## src/rtl/aes_pkg.sv

```systemverilog
// Shared constants and state type for the AES round scheduler.
// Define AES_KEY256_EN to select AES-256 (14 rounds); otherwise AES-128 (10 rounds).
package aes_pkg;

  localparam int unsigned NR_128 = 10;
  localparam int unsigned NR_256 = 14;

`ifdef AES_KEY256_EN
  localparam int unsigned NR = NR_256;
`else
  localparam int unsigned NR = NR_128;
`endif

  // Round count at the round-counter width, for direct comparison.
  localparam logic [3:0] NrLast = 4'(NR);

  typedef enum logic [2:0] {
    StIdle,
    StInitKey,
    StCol,
    StKey,
    StDone
  } aes_state_e;

endpackage

```

## src/rtl/aes_round_sched.sv

```systemverilog
// Control FSM sequencing one AES block through a shared column unit and key adder.
// Round count comes from aes_pkg::NR, selected by the AES_KEY256_EN macro.
module aes_round_sched
  import aes_pkg::*;
(
  input  logic       clk,
  input  logic       rst,
  input  logic       in_valid,
  output logic       in_ready,
  output logic       load_en,
  input  logic       key_valid,
  output logic [3:0] round_num,
  output logic       col_en,
  output logic [1:0] col_sel,
  output logic       mix_en,
  output logic       add_key_en,
  output logic       out_valid,
  input  logic       out_ready,
  output logic       busy
);

  aes_state_e state_q;
  logic [3:0] round_q;
  logic [1:0] col_q;
  logic       last_round;

  assign last_round = (round_q == NrLast);

  always_ff @(posedge clk) begin
    if (rst) begin
      state_q <= StIdle;
      round_q <= '0;
      col_q   <= '0;
    end else begin
      unique case (state_q)
        StIdle: begin
          if (in_valid) begin
            round_q <= '0;
            state_q <= StInitKey;
          end
        end
        StInitKey: begin
          if (key_valid) begin
            round_q <= 4'd1;
            col_q   <= '0;
            state_q <= StCol;
          end
        end
        StCol: begin
          // Column counter wraps to 0 on the last column, ready for the next round.
          col_q <= col_q + 2'd1;
          if (col_q == 2'd3) begin
            state_q <= StKey;
          end
        end
        StKey: begin
          if (key_valid) begin
            if (last_round) begin
              state_q <= StDone;
            end else begin
              round_q <= round_q + 4'd1;
              state_q <= StCol;
            end
          end
        end
        StDone: begin
          if (out_ready) begin
            state_q <= StIdle;
          end
        end
        default: state_q <= StIdle;
      endcase
    end
  end

  // Strobes that depend on a handshake input are suppressed while reset is applied,
  // so a block presented alongside reset is never reported as captured.
  always_comb begin
    in_ready   = 1'b0;
    load_en    = 1'b0;
    col_en     = 1'b0;
    mix_en     = 1'b0;
    add_key_en = 1'b0;
    out_valid  = 1'b0;
    busy       = 1'b1;
    unique case (state_q)
      StIdle: begin
        busy     = 1'b0;
        in_ready = 1'b1;
        load_en  = in_valid & ~rst;
      end
      StInitKey: add_key_en = key_valid & ~rst;
      StCol: begin
        col_en = 1'b1;
        mix_en = ~last_round;
      end
      StKey:  add_key_en = key_valid & ~rst;
      StDone: out_valid  = 1'b1;
      default: busy = 1'b1;
    endcase
  end

  assign round_num = round_q;
  assign col_sel   = col_q;

  a_strobe_excl: assert property (@(posedge clk) disable iff (rst)
    $onehot0({col_en, add_key_en, load_en}));

  a_round_bound: assert property (@(posedge clk) disable iff (rst)
    round_q <= NrLast);

endmodule

```

## config.mk

```make
export PLATFORM = sky130hd
export DESIGN_NAME = aes_round_sched
export DESIGN_NICKNAME = d
export VERILOG_FILES = /design/src/rtl/aes_pkg.sv /design/src/rtl/aes_round_sched.sv
export SDC_FILE = /design/constraint.sdc
export NUM_CORES = 1
export LEC_CHECK = 0
export ABC_AREA = 1
export CORE_UTILIZATION = 45
export DETAILED_ROUTE_END_ITERATION = 10
export GPL_TIMING_DRIVEN = 0
export PLACE_DENSITY = 0.76
export SYNTH_ARGS = -nofsm -noshare
export SYNTH_HDL_FRONTEND = slang
export SYNTH_SLANG_ARGS = --single-unit
export TNS_END_PERCENT = 30
```

## constraint.sdc

```tcl
create_clock -name clk -period 1.6 [get_ports clk]
set_input_delay 0.24 -clock clk [delete_from_list [all_inputs] [get_ports clk]]
set_output_delay 0.24 -clock clk [all_outputs]
set_load 0.01 [all_outputs]
```

======== Word-level counts from Yosys, hierarchy flattened ========
Cells that the tools add are included.
storage, ports and cells
  logic and storage cells ................. 49
  register bits after elaboration ......... 9
  memory bits (read-only) ................. 0
  output and inout port bits .............. 13
  memories kept ........................... 0
  bits of input ports ..................... 5
  bits in writable memories ............... 0
  bits in latches ......................... 0
cells by class
  reductions and logical operators ........ 7
  multiplexer cells ....................... 21
  multiply operators ...................... 0
  div/mod/pow operators ................... 0
  shift-type cells ........................ 0
  $lt $le $gt $ge ......................... 0
  equal/unequal tests ..................... 12
  add/sub/neg operators ................... 2
  bitwise logic cells ..................... 4
operator list
  cell                                                             number
  3-bit 2-to-1 mux                                                 6
  4-bit 2-to-1 mux                                                 4
  3-bit one-hot mux with 5 select lines                            1
  2-bit inequality test, second input constant                     6
  4-bit one-hot mux with 3 select lines                            1
  5-bit AND reduction                                              2
  1-bit 2-to-1 mux                                                 7
  3-bit by 2-bit == test with 1-bit output, second input constant  2
  4-bit by 1-bit adder with 4-bit output, second input constant    1
  4-bit == test, second input constant                             1
  2-bit one-hot mux with 2 select lines                            1
  3-bit by 1-bit == test with 1-bit output, second input constant  1
  3-bit == test, second input constant                             1
  3-bit logical NOT                                                1
  3-bit nonzero test                                               1
  2-bit by 1-bit adder with 2-bit output, second input constant    1
  1-bit AND                                                        2
  2-bit == test, second input constant                             1
  2-bit 2-to-1 mux                                                 1
  1-bit inverter                                                   2
  2-bit AND reduction                                              1
  2-bit nonzero test                                               1
  2-bit OR reduction                                               1

======== Longest topological paths before layout ========
Gate-level depths: netlist of the first run.
  depth in word-level cells ............... 4
  gate-level depth with buffers ........... 9
  mapped depth without buffers ............ 8

======== Least setup slack after synthesis of the first run ========
No wires, ideal clock.
  kind .................................... register to register
  start ................................... reg round_q[0] (netlist: round_num[0])
  end ..................................... reg round_q[0] (netlist: round_num[0])
  required time ........................... 1.485 ns
  buffers on the path ..................... 0
  library setup time ...................... 0.115 ns
  cell stages (with the launch flop) ...... 9
  arrival ................................. 1.207 ns
  slack ................................... 0.278 ns
  path through ............................ dfxtp_1 > inv_1 > ha_1 > nand3_1 > nor2_1 > nor2_4 > nand3_1 > nand2_1 > nor2_1
on the way
  word-level cells in the longest chain between the ends .. 4
  elaborated cells on any way between the ends .. 7
  those cells by class .................... add/sub (1); eq/ne (2); mux (3); reduce/logical (1)
ends and longest elaborated chain
  item                                    line                   source
  start, declared                         aes_round_sched.sv:23  logic [3:0] round_q;
  start signal, assigned                  aes_round_sched.sv:61  round_q <= round_q + 4'd1;
  4-bit by 1-bit adder with 4-bit output  aes_round_sched.sv:61
  4-bit 2-to-1 mux                        aes_round_sched.sv:58  if (last_round) begin
  4-bit 2-to-1 mux                        aes_round_sched.sv:57  if (key_valid) begin
  4-bit one-hot mux with 3 select lines   aes_round_sched.sv:35  unique case (state_q)
Several ways; a longest one is shown, not always the timed one. The select of a mux whose other input is x is not followed.
A chain may end at the register's enable or synchronous reset.

======== Worst setup path after layout of the first run ========
  start ................................... reg state_q[1]
  end ..................................... out load_en
on the way
  word-level cells in the longest chain between the ends .. 2
ends and longest elaborated chain
  item                    line                   source
  start, declared         aes_round_sched.sv:22  aes_state_e state_q;
  start signal, assigned  aes_round_sched.sv:31  state_q <= StIdle;
  start signal, assigned  aes_round_sched.sv:39  state_q <= StInitKey;
  start signal, assigned  aes_round_sched.sv:46  state_q <= StCol;
  3-bit logical NOT       aes_round_sched.sv:86  unique case (state_q)
  1-bit 2-to-1 mux        aes_round_sched.sv:86
  end, declared           aes_round_sched.sv:10  output logic load_en,
No other way between the ends.

==> results of run 1 <==
[repair_timing]
action                     CTS  global route
gates resized for setup     13             6
setup endpoints to repair    7             4
pin swaps                    0             1
setup buffers                0             1
[state kept, by name, indices dropped and copies added (netlist names)]
signal / flops
state_q: 3
col_sel: 2
round_num: 4
[routing by layer]
metal / GRT usage / share of wire
met5: 0 / 0
met4: 0.129 / 0.011
met3: 0.0520 / 0.033
met2: 0.263 / 0.42
met1: 0.277 / 0.54
[report_power, final]
group	leakage, nW	switching [W]	internal [W]	total, W
logic	0.331	0.000185	0.000156	0.000342
clock network	0.0150	0.0000822	0.0000963	0.000178
registers	0.0747	0.0000384	0.000256	0.000295
total	0.420	0.000306	0.000509	0.000815
[layout by cell type, fill, tap and decap left out]
master | netlist | layout
a211oi_2 | 1 | 1
a21oi_1 | 8 | 8
a31oi_1 | 1 | 1
buf_2 | 0 | 1
buf_4 | 1 | 2
buf_6 | 1 | 1
clkbuf_1 | 0 | 1
clkbuf_2 | 0 | 1
clkbuf_4 | 0 | 3
clkdlybuf4s15_1 | 0 | 1
clkdlybuf4s50_1 | 0 | 9
dfxtp_1 | 9 | 7
dfxtp_2 | 0 | 1
dfxtp_4 | 0 | 1
dlygate4sd2_1 | 0 | 4
dlymetal6s2s_1 | 0 | 1
ha_1 | 3 | 3
inv_1 | 15 | 14
inv_2 | 1 | 2
nand2_1 | 23 | 23
nand2_2 | 2 | 2
nand3_1 | 10 | 10
nand3_2 | 2 | 2
nand3b_1 | 1 | 1
nand4_1 | 1 | 1
nor2_1 | 11 | 10
nor2_2 | 0 | 1
nor2_4 | 1 | 1
nor3_1 | 2 | 2
o21ai_0 | 3 | 3
or2_2 | 1 | 1
[critical path: cells and delay by family, from the launching register on]
| family | cells | cell delay, ns |
|---|---|---|
| buffers and inverters | 3 | 0.47 |
| DFF | 1 | 0.30 |
| and+or+nand+nor | 2 | 0.25 |
[area by class of cell]
class | count | area share
buffer | 2 | 0.0224
clock buffer | 4 | 0.0313
inverter | 16 | 0.0715
multi-input combinational | 70 | 0.435
sequential | 9 | 0.221
tap | 15 | 0.0224
timing repair buffer | 18 | 0.197
[final timing paths]
path                                     end  slack (ns)  cells past startpoint
worst min register to register    col_sel[1]        0.49                      2
worst max-delay path                 load_en        0.08                      5
worst min-delay path              state_q[2]        0.35                      2
worst max register to register  round_num[1]        0.24                      9
[cell usage after synthesis]
cell type	instances
a211oi_2	1
a21oi_1	8
a31oi_1	1
buf_4	1
buf_6	1
dfxtp_1	9
ha_1	3
inv_1	15
inv_2	1
nand2_1	23
nand2_2	2
nand3_1	10
nand3_2	2
nand3b_1	1
nand4_1	1
nor2_1	11
nor2_4	1
nor3_1	2
o21ai_0	3
or2_2	1
[kinds of logic (layout without fill, tap and decap cells)]
group / after synthesis / count (layout) / synth area share
buffers and inverters: 18 / 40 / 0.127
adders and majority gates: 3 / 3 / 0.0604
AOI/OAI and AO/OA: 13 / 13 / 0.119
DFF: 9 / 9 / 0.290
and+or+nand+nor: 54 / 54 / 0.404
[metrics by stage]
step / area [um^2] / hold WS [ns] / setup TNS, ns / setup WS, ns
CTS: 838 / 0.493 / 0 / 0.00981
detailed placement: 811 / 0.484 / -0.428 / -0.220
finish: 840 / 0.346 / 0 / 0.0777
global placement: 811 / 0.470 / -0.447 / -0.228
global route: 840 / 0.370 / -0.0222 / -0.0222
floorplan: 622 / 0.309 / 0 / 0.278
==> metrics.cfg, run 1 <==
[drt]
dr.first_iter.drc_count=7
wl_per_cell_um=9.87
post-route-drc-count=0
drt_first_pass_iters=4
postRouteAntennaNets=0
vias_per_cell=4.82
wirelength_um=1320
via_count=646

[cts]
clkTransAtPathRegs_ns=0.06
ctsHoldBuffers=0
tritoncts=built
clk_path_buf_depth=2
ctsRootBufferMaster=clkbuf_4
numCtsBuffers=3
htreeDepth=1
clkSinkCount=9
clkLatencyLatePin_ns=0.26

[worst_setup_path]
cp.arrival_ns=1.28
cpPeakStageDelay_ns=0.30
crit_slowest_cell=dfxtp_1
path_cells=buf_4 > inv_2 > nand2_1 > nor3_1 > clkdlybuf4s15_1
critPathRequiredTime_ns=1.36
r2r-start=state_q[1]
worstSetupEndpointType=output port
start_kind=register
crit_path_start=state_q[1]
path_class=reg2out
critPathMaxFanout=9

[synth]
synth.area.top_cells=dfxtp_1, nand2_1, inv_1
syn_nets=105
ys_ff_latch=9
syn_avg_cell_area_um2=6.41
synth_cells=97
yosysTopAreaCell=dfxtp_1
yosys_warnings=0
syn_area_um2=622
synth_top_area_share=0.290
ys_types=20
synth-seq-area-share=0.290

[sta]
period_share=0.951
fin_crit_ns=1.52
slew_headroom=0.796
setup_viol=0
max_freq_mhz=657
slew_violations=0
tightest_slew_ns=0.306
hold_viol_final=0
fin_worst_skew_ns=0.000832
rsz0062_at_grt=yes

[cells_and_area]
seq_area_um2=185
layout.nets=128
syn_to_final_growth_pct=35.0
diodes=0
fin_cells=134
fill_cells=122
multi_input_area_um2=365
finalCoreUtilization=0.653
drive_gt1_frac=0.168

[floorplan]
num_rows=13
ioPinCount=18
floorplan.die_area_um2=1530
die_w_um=39.2
die_y_um=39.2
core_area_um2=1280
initial_core_util=0.484

[place]
gp_congestion=0.777
dp_cells=129
portBuffers=17
place_hpwl_um=1000

[global_route]
grt_max_degree=11
grt_first_pass_wirelength_um=1990
antenna_found_initial=0
grt_overflow_total=0
grt_pass1_vias=461
track_usage=0.199

[pwr]
ir_drop_v=0.000532
p_leak_nw=0.420
powerDensity_nw_per_um2=971
finalPower_w=0.000815

[flow_run]
cap_violations=0

[worst_hold_path]
hp-class=in2reg
worst_hold_startpoint=rst

[status]
outcome=finished clean

Note: power is estimated with default switching activity, not from simulation.
==> inputs of run 2 (changes only) <==
Settings changed: CORE_AREA set to 2 2 39 41, CORE_UTILIZATION 45 to unset, CTS_BUF_LIST set to sky130_fd_sc_hd__clkbuf_8, DIE_AREA set to 0 0 41 43, DONT_BUFFER_PORTS set to 1, PLACE_DENSITY 0.76 to unset.
==> metrics.cfg, run 2 (synthesis gave the netlist of run 1 again) <==
[status]
outcome=finished clean

[pwr]
ir_drop_v=0.000659
finalPower_w=0.000816
seqPwrFrac=0.373
comb_power_share=0.304
powerDensity_nw_per_um2=1180
switching_share=0.374
p_leak_nw=0.340
p_sw_w=0.000305
internal_power_w=0.000511
pwr-share-clk=0.324

[sta]
rsz0062_at_grt=no
max_freq_mhz=678
worst_slack_ns=0.125
tightest_slew_ns=0.352
hold_viol_final=0
period_share=0.922
setup_tns_ns=0
slew_violations=0
setup_viol=0
slew_headroom=0.764
fin_crit_ns=1.48
fin_worst_skew_ns=0.00691

[worst_setup_path]
path_class=reg2out
critPathRequiredTime_ns=1.36
worstSetupEndpointType=output port
cp.arrival_ns=1.24
reg2reg_slack_ns=0.19
endpoint=add_key_en
critPathMaxFanout=7
crit_path_start=state_q[0]
start_kind=register
rr_endpoint=round_num[0]
r2r_cells=6
r2r-start=round_num[1]

[drt]
vias_per_cell=5.09
postRouteAntennaNets=0
via_count=595
dr.first_iter.drc_count=8
wirelength_um=1320
drt_first_pass_iters=4
post-route-drc-count=0
wl_per_cell_um=11.3

[cts]
tritoncts=built
postCtsSetupRepairBufs=0
clkLatencyLatePin_ns=0.24
htreeDepth=1
clkSinkCount=9
clk_path_buf_depth=2
ctsRootBufferMaster=clkbuf_8
clkTransAtPathRegs_ns=0.05
numCtsBuffers=3

[global_route]
track_usage=0.187
grt_first_pass_wirelength_um=2090
grt_max_degree=11
grt_pass1_vias=505
grt_overflow_total=0
antenna_found_initial=0

[cells_and_area]
final_common_cell=nand2_1
drive_gt1_frac=0.149
diodes=0
largest_reg_flops=4
layout.nets=110
final_cell_mix=nand2_1, inv_1, nor2_1, nand3_1
syn_to_final_growth_pct=11.1

[place]
gp_congestion=0.781
portBuffers=0
dp_slack_ns=0.0903
place_hpwl_um=991

[floorplan]
ioPinCount=18
core_area_um2=1380
initial_core_util=0.449
floorplan.die_area_um2=1760
die_w_um=41
num_rows=14
die_y_um=43

[worst_hold_path]
hp-class=in2reg
worst_hold_startpoint=rst

[flow_run]
cap_violations=0

-- run 2: timing repair --
| action | in CTS | in global routing |
|---|---|---|
| endpoints found under the setup margin | 0 | 6 |
| hold buffers | 0 | 0 |
| gates resized for setup | 0 | 2 |
| endpoints found under the hold margin | 0 | 0 |
-- run 2: stage by stage --
stage,instances,util,hold slack (ns),cell area [um^2]
global route,117,0.499,0.0525,691
detailed placement,113,0.464,0.313,642
floorplan,97,-,0.309,622
CTS,117,0.496,0.0591,687
global placement,113,0.464,0.312,642
finish,117,0.499,0.0617,691
-- run 2: critical path, cell delays in order (launching register included) --
cell,delay [ns]
dfxtp_1,0.47
nand3_2,0.16
nand2_2,0.12
nand2_1,0.05
nor2_1,0.19
-- run 2: final cells by class --
type | instances | area, um^2
sequential | 9 | 181
tap | 16 | 20.0
buffer | 2 | 18.8
clock inverter | 1 | 3.75
clock buffer | 3 | 41.3
fill | 151 | 693
inverter | 16 | 60.1
multi-input combinational | 70 | 365
-- run 2: routing by layer --
layer  vias up  GRT usage  wire length (um)
met1       256      0.208               571
met3         4     0.0890                87
met5         -          0                 0
li1        319          -                 -
met4         0      0.120                19
met2        16      0.272               641
-- run 2: power by group through the flow --
stage | logic [W] | registers [W] | clock network [W]
after detailed placement | 0.000247 | 0.000307 | 0
final | 0.000248 | 0.000304 | 0.000264
after global placement | 0.000246 | 0.000307 | 0
after global routing | 0.000290 | 0.000310 | 0.000284
after CTS | 0.000248 | 0.000303 | 0.000270
after floorplan | 0.000211 | 0.000297 | 0
-- run 2: worst min-delay path by stage --
stage | to | slack [ns] | cells after the start
4_1_cts | state_q[2] | 0.06 | 1
3_5_place_dp | state_q[2] | 0.31 | 1
2_1_floorplan | col_sel[1] | 0.31 | 1
6_report | state_q[2] | 0.06 | 1
3_3_place_gp | state_q[2] | 0.31 | 1
5_1_grt | state_q[2] | 0.05 | 1
